`src/rtl/axis_rr_packet_arbiter_pkg.sv`:
```
`default_nettype none
// ============================================================================
// Module  : axis_arb_pkg
// Brief   : Shared types and helpers for the AXIS round-robin packet arbiter.
// Revision: 1.0 - initial release
// ============================================================================
package axis_arb_pkg;

   typedef enum logic {
      IDLE = 1'b0,
      XFER = 1'b1
   } arb_state_t;

   // Index width that stays legal (>=1) even for a single source.
   function automatic int src_w(input int n);
      return (n > 1) ? $clog2(n) : 1;
   endfunction

endpackage
`default_nettype wire

```
`src/rtl/axis_rr_packet_arbiter_if.sv`:
```
`default_nettype none
// ============================================================================
// Module  : axis_rr_packet_arbiter_if
// Brief   : Source-side and sink-side AXIS bundle around the packet arbiter.
// Revision: 1.0 - initial release
// ============================================================================
interface axis_rr_packet_arbiter_if #(
   parameter int NUM_SRC = 4,
   parameter int DWIDTH  = 8
);
   import axis_arb_pkg::*;

   localparam int SW = src_w(NUM_SRC);

   logic [NUM_SRC*DWIDTH-1:0] s_axis_tdata;
   logic [NUM_SRC-1:0]        s_axis_tvalid;
   logic [NUM_SRC-1:0]        s_axis_tlast;
   logic [NUM_SRC-1:0]        s_axis_tready;

   logic [DWIDTH-1:0]         m_axis_tdata;
   logic                      m_axis_tvalid;
   logic                      m_axis_tready;
   logic                      m_axis_tlast;
   logic [SW-1:0]             m_axis_tid;

   // Arbiter view: consumes the sources, drives the merged stream.
   modport master (
      input  s_axis_tdata, s_axis_tvalid, s_axis_tlast, m_axis_tready,
      output s_axis_tready, m_axis_tdata, m_axis_tvalid, m_axis_tlast, m_axis_tid
   );

   // Environment view: the sources plus the downstream FIFO write port.
   modport slave (
      output s_axis_tdata, s_axis_tvalid, s_axis_tlast, m_axis_tready,
      input  s_axis_tready, m_axis_tdata, m_axis_tvalid, m_axis_tlast, m_axis_tid
   );

endinterface
`default_nettype wire

```
`src/rtl/axis_rr_packet_arbiter_skid_buffer.sv`:
```
`default_nettype none
// ============================================================================
// Module  : axis_skid_buffer
// Brief   : Two-entry fully registered valid/ready slice (output + skid slot).
// Revision: 1.0 - initial release
// ============================================================================
module axis_skid_buffer #(
   parameter int WIDTH = 8
) (
   input  wire logic             clk,
   input  wire logic             rst_n,
   input  wire logic [WIDTH-1:0] in_data,
   input  wire logic             in_valid,
   output logic                  in_ready,
   output logic      [WIDTH-1:0] out_data,
   output logic                  out_valid,
   input  wire logic             out_ready
);

   logic [WIDTH-1:0] skid_data;
   logic             skid_valid;

   // Ready comes straight from a flop so the upstream path never sees out_ready.
   assign in_ready = !skid_valid;

   always_ff @(posedge clk or negedge rst_n) begin
      if (!rst_n) begin
         out_data   <= '0;
         out_valid  <= 1'b0;
         skid_data  <= '0;
         skid_valid <= 1'b0;
      end else if (out_ready || !out_valid) begin
         if (skid_valid) begin
            out_data   <= skid_data;
            out_valid  <= 1'b1;
            skid_valid <= 1'b0;
         end else begin
            out_valid <= in_valid;
            if (in_valid) begin
               out_data <= in_data;
            end
         end
      end else if (in_valid && !skid_valid) begin
         skid_data  <= in_data;
         skid_valid <= 1'b1;
      end
   end

endmodule
`default_nettype wire

```
`src/rtl/axis_rr_packet_arbiter.sv`:
```
`default_nettype none
// ============================================================================
// Module  : axis_rr_packet_arbiter
// Brief   : Packet-granular round-robin arbiter merging NUM_SRC AXIS sources.
// Revision: 1.0 - initial release
// ============================================================================
module axis_rr_packet_arbiter
   import axis_arb_pkg::*;
#(
   parameter int NUM_SRC   = 4,
   parameter int DWIDTH    = 8,
   parameter int MAX_BEATS = 256,
   parameter int CNT_W     = 16
) (
   input  wire logic              axis_aclk,
   input  wire logic              axis_aresetn,
   input  wire logic              enable,
   axis_rr_packet_arbiter_if.master axis,
   output logic                   busy,
   output logic [CNT_W-1:0]       cut_count
);

   localparam int SW   = src_w(NUM_SRC);
   localparam int BC_W = (MAX_BEATS > 0) ? $clog2(MAX_BEATS + 1) : 1;
   localparam logic [BC_W-1:0] LIMIT = BC_W'(MAX_BEATS - 1);
   localparam int SKID_W = SW + 1 + DWIDTH;

   arb_state_t      state;
   logic [SW-1:0]   grant;
   logic [SW-1:0]   last_grant;
   logic [BC_W-1:0] beat_cnt;

   logic [SW-1:0]     pick;
   logic              found;
   logic              in_ready;
   logic              sel_valid;
   logic              sel_last;
   logic [DWIDTH-1:0] sel_data;
   logic              at_limit;
   logic              out_last;
   logic              accept;
   logic [SKID_W-1:0] skid_out;

   // Rotating priority: search starts one past the previous winner.
   always_comb begin
      pick  = last_grant;
      found = 1'b0;
      for (int k = 1; k <= NUM_SRC; k++) begin
         if (!found && axis.s_axis_tvalid[(int'(last_grant) + k) % NUM_SRC]) begin
            pick  = SW'((int'(last_grant) + k) % NUM_SRC);
            found = 1'b1;
         end
      end
   end

   assign sel_valid = (state == XFER) && axis.s_axis_tvalid[grant];
   assign sel_last  = axis.s_axis_tlast[grant];
   assign sel_data  = axis.s_axis_tdata[grant*DWIDTH +: DWIDTH];
   assign at_limit  = (MAX_BEATS != 0) && (beat_cnt == LIMIT);
   assign out_last  = sel_last || at_limit;
   assign accept    = sel_valid && in_ready;

   always_comb begin
      axis.s_axis_tready = '0;
      if (state == XFER) begin
         axis.s_axis_tready[grant] = in_ready;
      end
   end

   always_ff @(posedge axis_aclk or negedge axis_aresetn) begin
      if (!axis_aresetn) begin
         state      <= IDLE;
         grant      <= '0;
         last_grant <= SW'(NUM_SRC - 1);
         beat_cnt   <= '0;
         cut_count  <= '0;
      end else begin
         case (state)
            IDLE: begin
               if (enable && (|axis.s_axis_tvalid)) begin
                  grant <= pick;
                  state <= XFER;
               end
            end
            XFER: begin
               if (accept) begin
                  if (out_last) begin
                     state      <= IDLE;
                     last_grant <= grant;
                     beat_cnt   <= '0;
                     // A limit hit without native tlast is a truncation.
                     if (!sel_last && (cut_count != {CNT_W{1'b1}})) begin
                        cut_count <= cut_count + CNT_W'(1);
                     end
                  end else begin
                     beat_cnt <= beat_cnt + BC_W'(1);
                  end
               end
            end
            default: state <= IDLE;
         endcase
      end
   end

   axis_skid_buffer #(
      .WIDTH(SKID_W)
   ) u_skid (
      .clk      (axis_aclk),
      .rst_n    (axis_aresetn),
      .in_data  ({grant, out_last, sel_data}),
      .in_valid (sel_valid),
      .in_ready (in_ready),
      .out_data (skid_out),
      .out_valid(axis.m_axis_tvalid),
      .out_ready(axis.m_axis_tready)
   );

   assign {axis.m_axis_tid, axis.m_axis_tlast, axis.m_axis_tdata} = skid_out;
   assign busy = (state == XFER) || axis.m_axis_tvalid;

endmodule
`default_nettype wire
```
`src/flat_wrapper.sv`:
```
// flat-port wrapper written by rule: the top's interface ports become plain ports
module axis_rr_packet_arbiter_flat import axis_arb_pkg::*;
#(
   parameter int NUM_SRC   = 4,
   parameter int DWIDTH    = 8,
   parameter int MAX_BEATS = 256,
   parameter int CNT_W     = 16
)
  (axis_aclk, axis_aresetn, enable, busy, cut_count, axis_s_axis_tdata, axis_s_axis_tvalid, axis_s_axis_tlast, axis_m_axis_tready, axis_s_axis_tready, axis_m_axis_tdata, axis_m_axis_tvalid, axis_m_axis_tlast, axis_m_axis_tid);
  axis_rr_packet_arbiter_if #(.NUM_SRC(NUM_SRC), .DWIDTH(DWIDTH)) axis_i ();
  input  wire logic axis_aclk;
  input  wire logic axis_aresetn;
  input  wire logic enable;
  output logic busy;
  output logic [CNT_W-1:0] cut_count;
  input wire logic [$bits(axis_i.s_axis_tdata)-1:0] axis_s_axis_tdata;
  input wire logic [$bits(axis_i.s_axis_tvalid)-1:0] axis_s_axis_tvalid;
  input wire logic [$bits(axis_i.s_axis_tlast)-1:0] axis_s_axis_tlast;
  input wire logic [$bits(axis_i.m_axis_tready)-1:0] axis_m_axis_tready;
  output wire logic [$bits(axis_i.s_axis_tready)-1:0] axis_s_axis_tready;
  output wire logic [$bits(axis_i.m_axis_tdata)-1:0] axis_m_axis_tdata;
  output wire logic [$bits(axis_i.m_axis_tvalid)-1:0] axis_m_axis_tvalid;
  output wire logic [$bits(axis_i.m_axis_tlast)-1:0] axis_m_axis_tlast;
  output wire logic [$bits(axis_i.m_axis_tid)-1:0] axis_m_axis_tid;
  assign axis_i.s_axis_tdata = axis_s_axis_tdata;
  assign axis_i.s_axis_tvalid = axis_s_axis_tvalid;
  assign axis_i.s_axis_tlast = axis_s_axis_tlast;
  assign axis_i.m_axis_tready = axis_m_axis_tready;
  assign axis_s_axis_tready = axis_i.s_axis_tready;
  assign axis_m_axis_tdata = axis_i.m_axis_tdata;
  assign axis_m_axis_tvalid = axis_i.m_axis_tvalid;
  assign axis_m_axis_tlast = axis_i.m_axis_tlast;
  assign axis_m_axis_tid = axis_i.m_axis_tid;
  axis_rr_packet_arbiter #(.NUM_SRC(NUM_SRC), .DWIDTH(DWIDTH), .MAX_BEATS(MAX_BEATS), .CNT_W(CNT_W)) u_core (.axis_aclk(axis_aclk), .axis_aresetn(axis_aresetn), .enable(enable), .axis(axis_i), .busy(busy), .cut_count(cut_count));
endmodule
```
`config.mk`:
```
export PLATFORM = sky130hd
export DESIGN_NAME = axis_rr_packet_arbiter_flat
export DESIGN_NICKNAME = d
export VERILOG_FILES = /design/src/rtl/axis_rr_packet_arbiter_pkg.sv /design/src/rtl/axis_rr_packet_arbiter_if.sv /design/src/rtl/axis_rr_packet_arbiter_skid_buffer.sv /design/src/rtl/axis_rr_packet_arbiter.sv /design/src/flat_wrapper.sv
export SDC_FILE = /design/constraint.sdc
export NUM_CORES = 1
export LEC_CHECK = 0
export ABC_AREA = 0
export CORE_UTILIZATION = 50
export CTS_BUF_LIST = sky130_fd_sc_hd__clkbuf_16
export DETAILED_ROUTE_END_ITERATION = 10
export GPL_TIMING_DRIVEN = 0
export PLACE_DENSITY = 0.82
export SKIP_CTS_REPAIR_TIMING = 1
export SLEW_MARGIN = 30
export SYNTH_ARGS = -nofsm -noshare
export SYNTH_HDL_FRONTEND = slang
export SYNTH_SLANG_ARGS = --single-unit
```
`constraint.sdc`:
```
create_clock -name axis_aclk -period 5.85 [get_ports axis_aclk]
set_input_delay 1.755 -clock axis_aclk [delete_from_list [all_inputs] [get_ports axis_aclk]]
set_output_delay 1.755 -clock axis_aclk [all_outputs]
set_load 0.03 [all_outputs]
```
# == Yosys cells after proc, flatten, opt, wreduce, memory -nomap -nowiden ==
# Cells that the tools add are included.
# op_classes
muxes,36
n_eq_ne,2
add_sub_neg,6
n_reduce_logical,30
n_lt_le_gt_ge,6
n_shift,1
bitwise_logic,7
# ops
cell,n
indexed part select 32 x 6 -> 8 bit,1
2-to-1 mux 11 bit,2
2-to-1 mux 1 bit,20
"adder 16 x 1 -> 16 bit, second input constant",1
"less-than comparator 3 x 4 -> 1 bit, second input constant",4
"inequality test 16 bit, second input constant",1
binary-select mux 1 bit (select 2 bit),6
"adder 9 x 1 -> 9 bit, second input constant",1
"equality test 9 x 8 -> 1 bit, second input constant",1
2-to-1 mux 9 bit,1
logical AND 1 bit,8
2-to-1 mux 2 bit,4
AND reduction 2 bit,4
OR reduction 2 bit,4
logical NOT 1 bit,6
"adder 2 x 1 -> 2 bit, second input constant",2
"adder 2 bit, second input constant",2
"AND 1 bit, first input constant",4
AND 4 bit,1
2-to-1 mux 4 bit,1
AND reduction 4 bit,1
nonzero test 2 bit,2
OR reduction 4 bit,1
logical OR 1 bit,3
other kinds (6),7
# totals
output_inout_bits,33
elab_cells,97
in_bits,44
ff_bits,54

# == Depth between registers and ports, before layout ==
# depth
word_depth,16
ltp_mapped,10
depth_no_buf,9

# == Hierarchy ==
# From an unflattened synthesis, not the netlist that was laid out.
# hier_totals
cells_unflattened,240
hier_area_um2,2930.3
# modules_own_cells
mod,seq_area_each_um2,cells_per_inst,area_each_um2,instances
axis_rr_packet_arbiter,753.2,172,1796.7,1
axis_skid_buffer,600.6,68,1133.6,1

# == Worst setup path before layout ==
# No wires, ideal clock.
# synth_path
path_type,reg2out
startpoint,register u_core.grant[1]
endpoint,output axis_s_axis_tready[2]
stages_incl_launch_ff,5
required_time_ps,4095
n_path_buf,2
setup_slack_ps,2661
arrival_ps,1434
path_cell_list,dfrtp_1 clkbuf_1 clkbuf_1 inv_1 nor2_1
# synth_between
elab_chain_cells,6
word_cells_on_any_way,7
cone_classes,order compare: 2; mux: 3; bitwise: 1; reduce/logical: 1
# synth_lines
element,line,text
start: declaration,axis_rr_packet_arbiter.sv:29,logic [SW-1:0] grant;
start signal: assignment,axis_rr_packet_arbiter.sv:81,grant <= pick;
less-than comparator 2 x 3 -> 1 bit (not written as such) / >= comparator 2 x 1 -> 1 bit (equally long branches),axis_rr_packet_arbiter.sv:66,axis.s_axis_tready[grant] = in_ready;
logical AND 1 bit (not written as such),axis_rr_packet_arbiter.sv:66,
2-to-1 mux 1 bit (not written as such),axis_rr_packet_arbiter.sv:66,
demux 1 bit (select 2 bit) (*),--,
AND 4 bit (no line) (*),--,
2-to-1 mux 4 bit (*),axis_rr_packet_arbiter.sv:65,if (state == XFER) begin
end: declaration,flat_wrapper.sv:20,output wire logic [$bits(axis_i.s_axis_tready)-1:0] axis_s_axis_tready;
# Every way passes the cells marked *; elsewhere a longest branch is shown, timed or not.

# == Worst setup path after layout ==
# layout_path
startpoint,register u_core.grant[1]
endpoint,output axis_s_axis_tready[3]
# The elaborated chain is that of the path after synthesis.

==> metrics.txt <==
# TYPE chip_impl_metric gauge
chip_impl_metric{name="cts-htree-levels",unit=""} 2
chip_impl_metric{name="totalNegativeSetupSlack",unit="ns"} 0
chip_impl_metric{name="antenna_found_initial",unit=""} 0
chip_impl_metric{name="synth_area_per_cell",unit="sq um"} 11.2
chip_impl_metric{name="wl_per_cell",unit="um"} 15.9
chip_impl_metric{name="cts_buffer_depth",unit=""} 2
chip_impl_metric{name="gpl.final_weighted_congestion",unit=""} 0.825
chip_impl_metric{name="cts_inserted_buffers",unit=""} 5
chip_impl_metric{name="multi_input_area",unit="sq um"} 1420
chip_impl_metric{name="fillCellCount",unit=""} 422
chip_impl_metric{name="period_needed",unit="ns"} 4.35
chip_impl_metric{name="synth-async-reset-ratio",unit="%"} 100
chip_impl_metric{name="num_antenna_cells",unit=""} 0
chip_impl_metric{name="num_io_pins",unit=""} 77
chip_impl_metric{name="synth_seq_cells",unit=""} 54
chip_impl_metric{name="post-place-cells",unit=""} 406
chip_impl_metric{name="arrival",unit="ns"} 2.59
chip_impl_info{name="cts_root_buf",value="sky130_fd_sc_hd__clkbuf_16"} 1
chip_impl_metric{name="mappedNetlistNets",unit=""} 304
chip_impl_metric{name="preCtsSetupSlack",unit="ns"} 1.81
chip_impl_metric{name="fin_util",unit="%"} 70.4
chip_impl_metric{name="synth_enable_flop_cells",unit=""} 0
chip_impl_metric{name="area_delta_synth_final",unit="%"} 35.0
chip_impl_metric{name="clkLatencyLatePin",unit="ns"} 0.29
chip_impl_metric{name="grt_pass1_wl",unit="um"} 11000
chip_impl_metric{name="cp_max_fo",unit=""} 10
chip_impl_metric{name="design.final.nets",unit=""} 388
chip_impl_info{name="rsz0062_at_grt",value="no"} 1
chip_impl_metric{name="die_width",unit="um"} 77.8
chip_impl_metric{name="synth.yosys.warnings",unit=""} 0
chip_impl_metric{name="critPathMaxStageDelay",unit="ns"} 0.69
chip_impl_info{name="cp_slowest_cell",value="sky130_fd_sc_hd__clkdlybuf4s50_1"} 1
chip_impl_metric{name="layout-drive-gt1-share",unit="%"} 18.1
chip_impl_metric{name="grt-ovfl-total",unit=""} 0
chip_impl_info{name="critPathTopFamily",value="buffers and inverters"} 1
chip_impl_metric{name="worst_clock_skew",unit="ns"} 0.00431
chip_impl_info{name="tritoncts",value="built"} 1
chip_impl_metric{name="fp-row-count",unit=""} 27
chip_impl_metric{name="path_depth",unit=""} 5
chip_impl_metric{name="floorplan.die_area",unit="sq um"} 6050
chip_impl_metric{name="buffer_ports.inserted",unit=""} 76
chip_impl_metric{name="maxCapViolCount",unit=""} 0
chip_impl_metric{name="core_footprint",unit="sq um"} 5510
chip_impl_metric{name="period_share",unit="%"} 74.3
chip_impl_metric{name="highest_ir_drop_seen_on_vdd",unit="mV"} 0.327
chip_impl_metric{name="grt_pass1_vias",unit=""} 2284
chip_impl_info{name="status",value="completed"} 1
chip_impl_metric{name="groute.usage.overall",unit="%"} 23.7
chip_impl_metric{name="die_h",unit="um"} 77.8
chip_impl_metric{name="postSynthCellCount",unit=""} 257
chip_impl_info{name="cp-start-kind",value="flop"} 1
chip_impl_metric{name="stdcell_count",unit=""} 414
chip_impl_metric{name="timing.hold.worst_path_depth",unit=""} 1
chip_impl_metric{name="maximum_number_of_pins_on_one_net_before_global_route_repair",unit=""} 35
chip_impl_metric{name="drtIter0Drc",unit=""} 97
chip_impl_metric{name="vias_per_cell",unit=""} 5.54
chip_impl_metric{name="clkTransAtPathRegs",unit="ns"} 0.07
chip_impl_metric{name="worst-path-buf-inv",unit=""} 4
chip_impl_metric{name="worst_r2r_path_depth",unit=""} 10
chip_impl_metric{name="hold_viol",unit=""} 0
chip_impl_metric{name="report.final.setup_viol",unit=""} 0
chip_impl_metric{name="drt_pre_antenna_iters",unit=""} 4
chip_impl_info{name="criticalPathCategory",value="reg2out"} 1
chip_impl_metric{name="number_of_sinks_on_the_clock_net",unit=""} 54
chip_impl_metric{name="required",unit="ns"} 4.09
chip_impl_metric{name="tightestPinTransition",unit="ns"} 0.628
chip_impl_info{name="dominantRegCellSynth",value="sky130_fd_sc_hd__dfrtp_1"} 1
chip_impl_metric{name="final_design_area_no_fill",unit="sq um"} 3880
chip_impl_info{name="critical_path.cell_chain",value="clkbuf_1, clkbuf_1, inv_1, nor2_1, clkdlybuf4s50_1"} 1
chip_impl_metric{name="power_density",unit="nW/um^2"} 439
chip_impl_info{name="cp_capture_type",value="primary output"} 1
chip_impl_metric{name="seq_area_frac_synth",unit="%"} 47.1
chip_impl_metric{name="start_util",unit="%"} 52.1
chip_impl_metric{name="detail_route.drc_violations",unit=""} 0
chip_impl_metric{name="fin_ws",unit="ns"} 1.50
chip_impl_info{name="timing.critical_path.mode_cell",value="sky130_fd_sc_hd__clkbuf_1"} 1
chip_impl_metric{name="route.antenna.remaining_nets",unit=""} 0
chip_impl_metric{name="ys_types",unit=""} 42
chip_impl_metric{name="detailroute.via_count",unit=""} 2294
chip_impl_metric{name="placed_area",unit="sq um"} 3740
chip_impl_metric{name="mappedNetlistArea",unit="sq um"} 2870
chip_impl_metric{name="p_leak",unit="nW"} 1.58
chip_impl_metric{name="achievable-frequency",unit="MHz"} 230
chip_impl_metric{name="timing.slew.headroom",unit="%"} 58.1
chip_impl_info{name="hold_path.class",value="reg2reg"} 1
chip_impl_metric{name="route.final.wire_length",unit="um"} 6570
chip_impl_metric{name="finalMaxSlewViolations",unit=""} 0
chip_impl_metric{name="detailedPlacementHpwl",unit="um"} 4900
chip_impl_metric{name="seqCellArea",unit="sq um"} 1350
[synth_stat cells, types with 3 or more instances]
library cell               instances  area share, %
sky130_fd_sc_hd__mux4_2            9            7.1
sky130_fd_sc_hd__buf_2             3           0.52
sky130_fd_sc_hd__mux2_2           32             13
sky130_fd_sc_hd__mux2i_1           3            1.0
sky130_fd_sc_hd__nand2b_1          4           0.87
sky130_fd_sc_hd__dfrtp_1          52             45
sky130_fd_sc_hd__nand4_1          11            2.4
sky130_fd_sc_hd__xnor2_1          13            4.0
sky130_fd_sc_hd__nand3_1          10            1.7
sky130_fd_sc_hd__o21ai_0          16            2.8
sky130_fd_sc_hd__a31oi_1           3           0.65
sky130_fd_sc_hd__clkbuf_1         10            1.3
sky130_fd_sc_hd__nor2_1           18            2.4
sky130_fd_sc_hd__and3_1            8            1.7
sky130_fd_sc_hd__ha_1              3            1.3
sky130_fd_sc_hd__nand2_1          24            3.1
sky130_fd_sc_hd__inv_1             4           0.52
[registers in the layout, summed over array words and instances, names as in the netlist]
name,flops
u_core.beat_cnt,9
u_core.u_skid.skid_valid,1
u_core.state,1
u_core.u_skid.skid_data,11
u_core.grant,2
u_core.u_skid.out_valid,1
u_core.last_grant,2
u_core.u_skid.out_data,11
u_core.cut_count,16
[stage by stage]
stage | total power [mW] | hold slack [ns]
after detailed placement | 1.43 | 0.461
after floorplan | 1.15 | 0.430
after global placement | 1.40 | 0.456
after CTS | 1.71 | 0.472
final | 1.70 | 0.473
after global routing | 1.80 | 0.504
[cell usage in the layout (no fill, tap or decap), types with 3 or more instances in the layout]
| master | netlist | layout |
|---|---|---|
| sky130_fd_sc_hd__clkbuf_1 | 10 | 10 |
| sky130_fd_sc_hd__clkdlybuf4s50_1 | 0 | 75 |
| sky130_fd_sc_hd__o21ai_0 | 16 | 16 |
| sky130_fd_sc_hd__and3_1 | 8 | 8 |
| sky130_fd_sc_hd__nand3_1 | 10 | 10 |
| sky130_fd_sc_hd__nand4_1 | 11 | 11 |
| sky130_fd_sc_hd__nand2b_1 | 4 | 4 |
| sky130_fd_sc_hd__inv_1 | 4 | 5 |
| sky130_fd_sc_hd__dfrtp_1 | 52 | 52 |
| sky130_fd_sc_hd__mux2_2 | 32 | 32 |
| sky130_fd_sc_hd__nand2_1 | 24 | 24 |
| sky130_fd_sc_hd__mux2i_1 | 3 | 3 |
| sky130_fd_sc_hd__a31oi_1 | 3 | 3 |
| sky130_fd_sc_hd__buf_2 | 3 | 3 |
| sky130_fd_sc_hd__nor2_1 | 18 | 18 |
| sky130_fd_sc_hd__clkbuf_16 | 0 | 5 |
| sky130_fd_sc_hd__mux4_2 | 9 | 9 |
| sky130_fd_sc_hd__xnor2_1 | 13 | 13 |
| sky130_fd_sc_hd__ha_1 | 3 | 3 |
[per-layer routing]
metal	GRT usage [%]	vias up	part of all wire [%]
li1	-	1101	-
met1	31.2	1131	45
met2	40.6	55	50
met3	3.53	7	4.1
met4	6.98	0	1.1
met5	0	-	0
[worst paths after layout]
check                                    from                    end  slack, ns
hold reg to reg            u_core.beat_cnt[7]     u_core.beat_cnt[7]       0.47
setup / recovery              u_core.grant[1]  axis_s_axis_tready[3]       1.50
min in group asynchronous        axis_aresetn    u_core.cut_count[6]       1.34
max in group asynchronous        axis_aresetn   u_core.last_grant[0]       3.98
hold / removal             u_core.beat_cnt[7]     u_core.beat_cnt[7]       0.47
setup reg to reg           u_core.beat_cnt[0]     u_core.beat_cnt[7]       3.40
[kinds of logic after synthesis]
family	Yosys count	synth area share, %
muxes	46	21.4
AOI/OAI and AO/OA	31	6.36
adders and majority gates	3	1.31
xor gates and xnor gates	13	3.97
DFF	54	47.1
and+or+nand+nor	90	16.4
buffers and inverters	20	3.40
[worst register-to-register path: cells and delay by family (launching register included)]
family | cells | cell delay (ns)
compound gates | 1 | 0.13
fa+ha+maj | 2 | 0.45
buf+inv | 1 | 0.18
flops | 1 | 0.41
simple gates | 6 | 1.21
[layout make-up]
cell class	instances	area share, %
Multi-Input combinational cell	183	36.6
Sequential cell	54	34.9
Timing Repair Buffer	77	20.1
Clock buffer	5	3.23
Tap cell	72	2.32
Buffer	16	2.13
Inverter	4	0.387
Clock inverter	3	0.323
[report_power, final]
group	internal, mW	total (mW)	switching, mW
Combinational	0.421	0.856	0.436
Clock	0.155	0.280	0.125
Sequential	0.497	0.565	0.0685
Power figures use the tool's default switching activity.
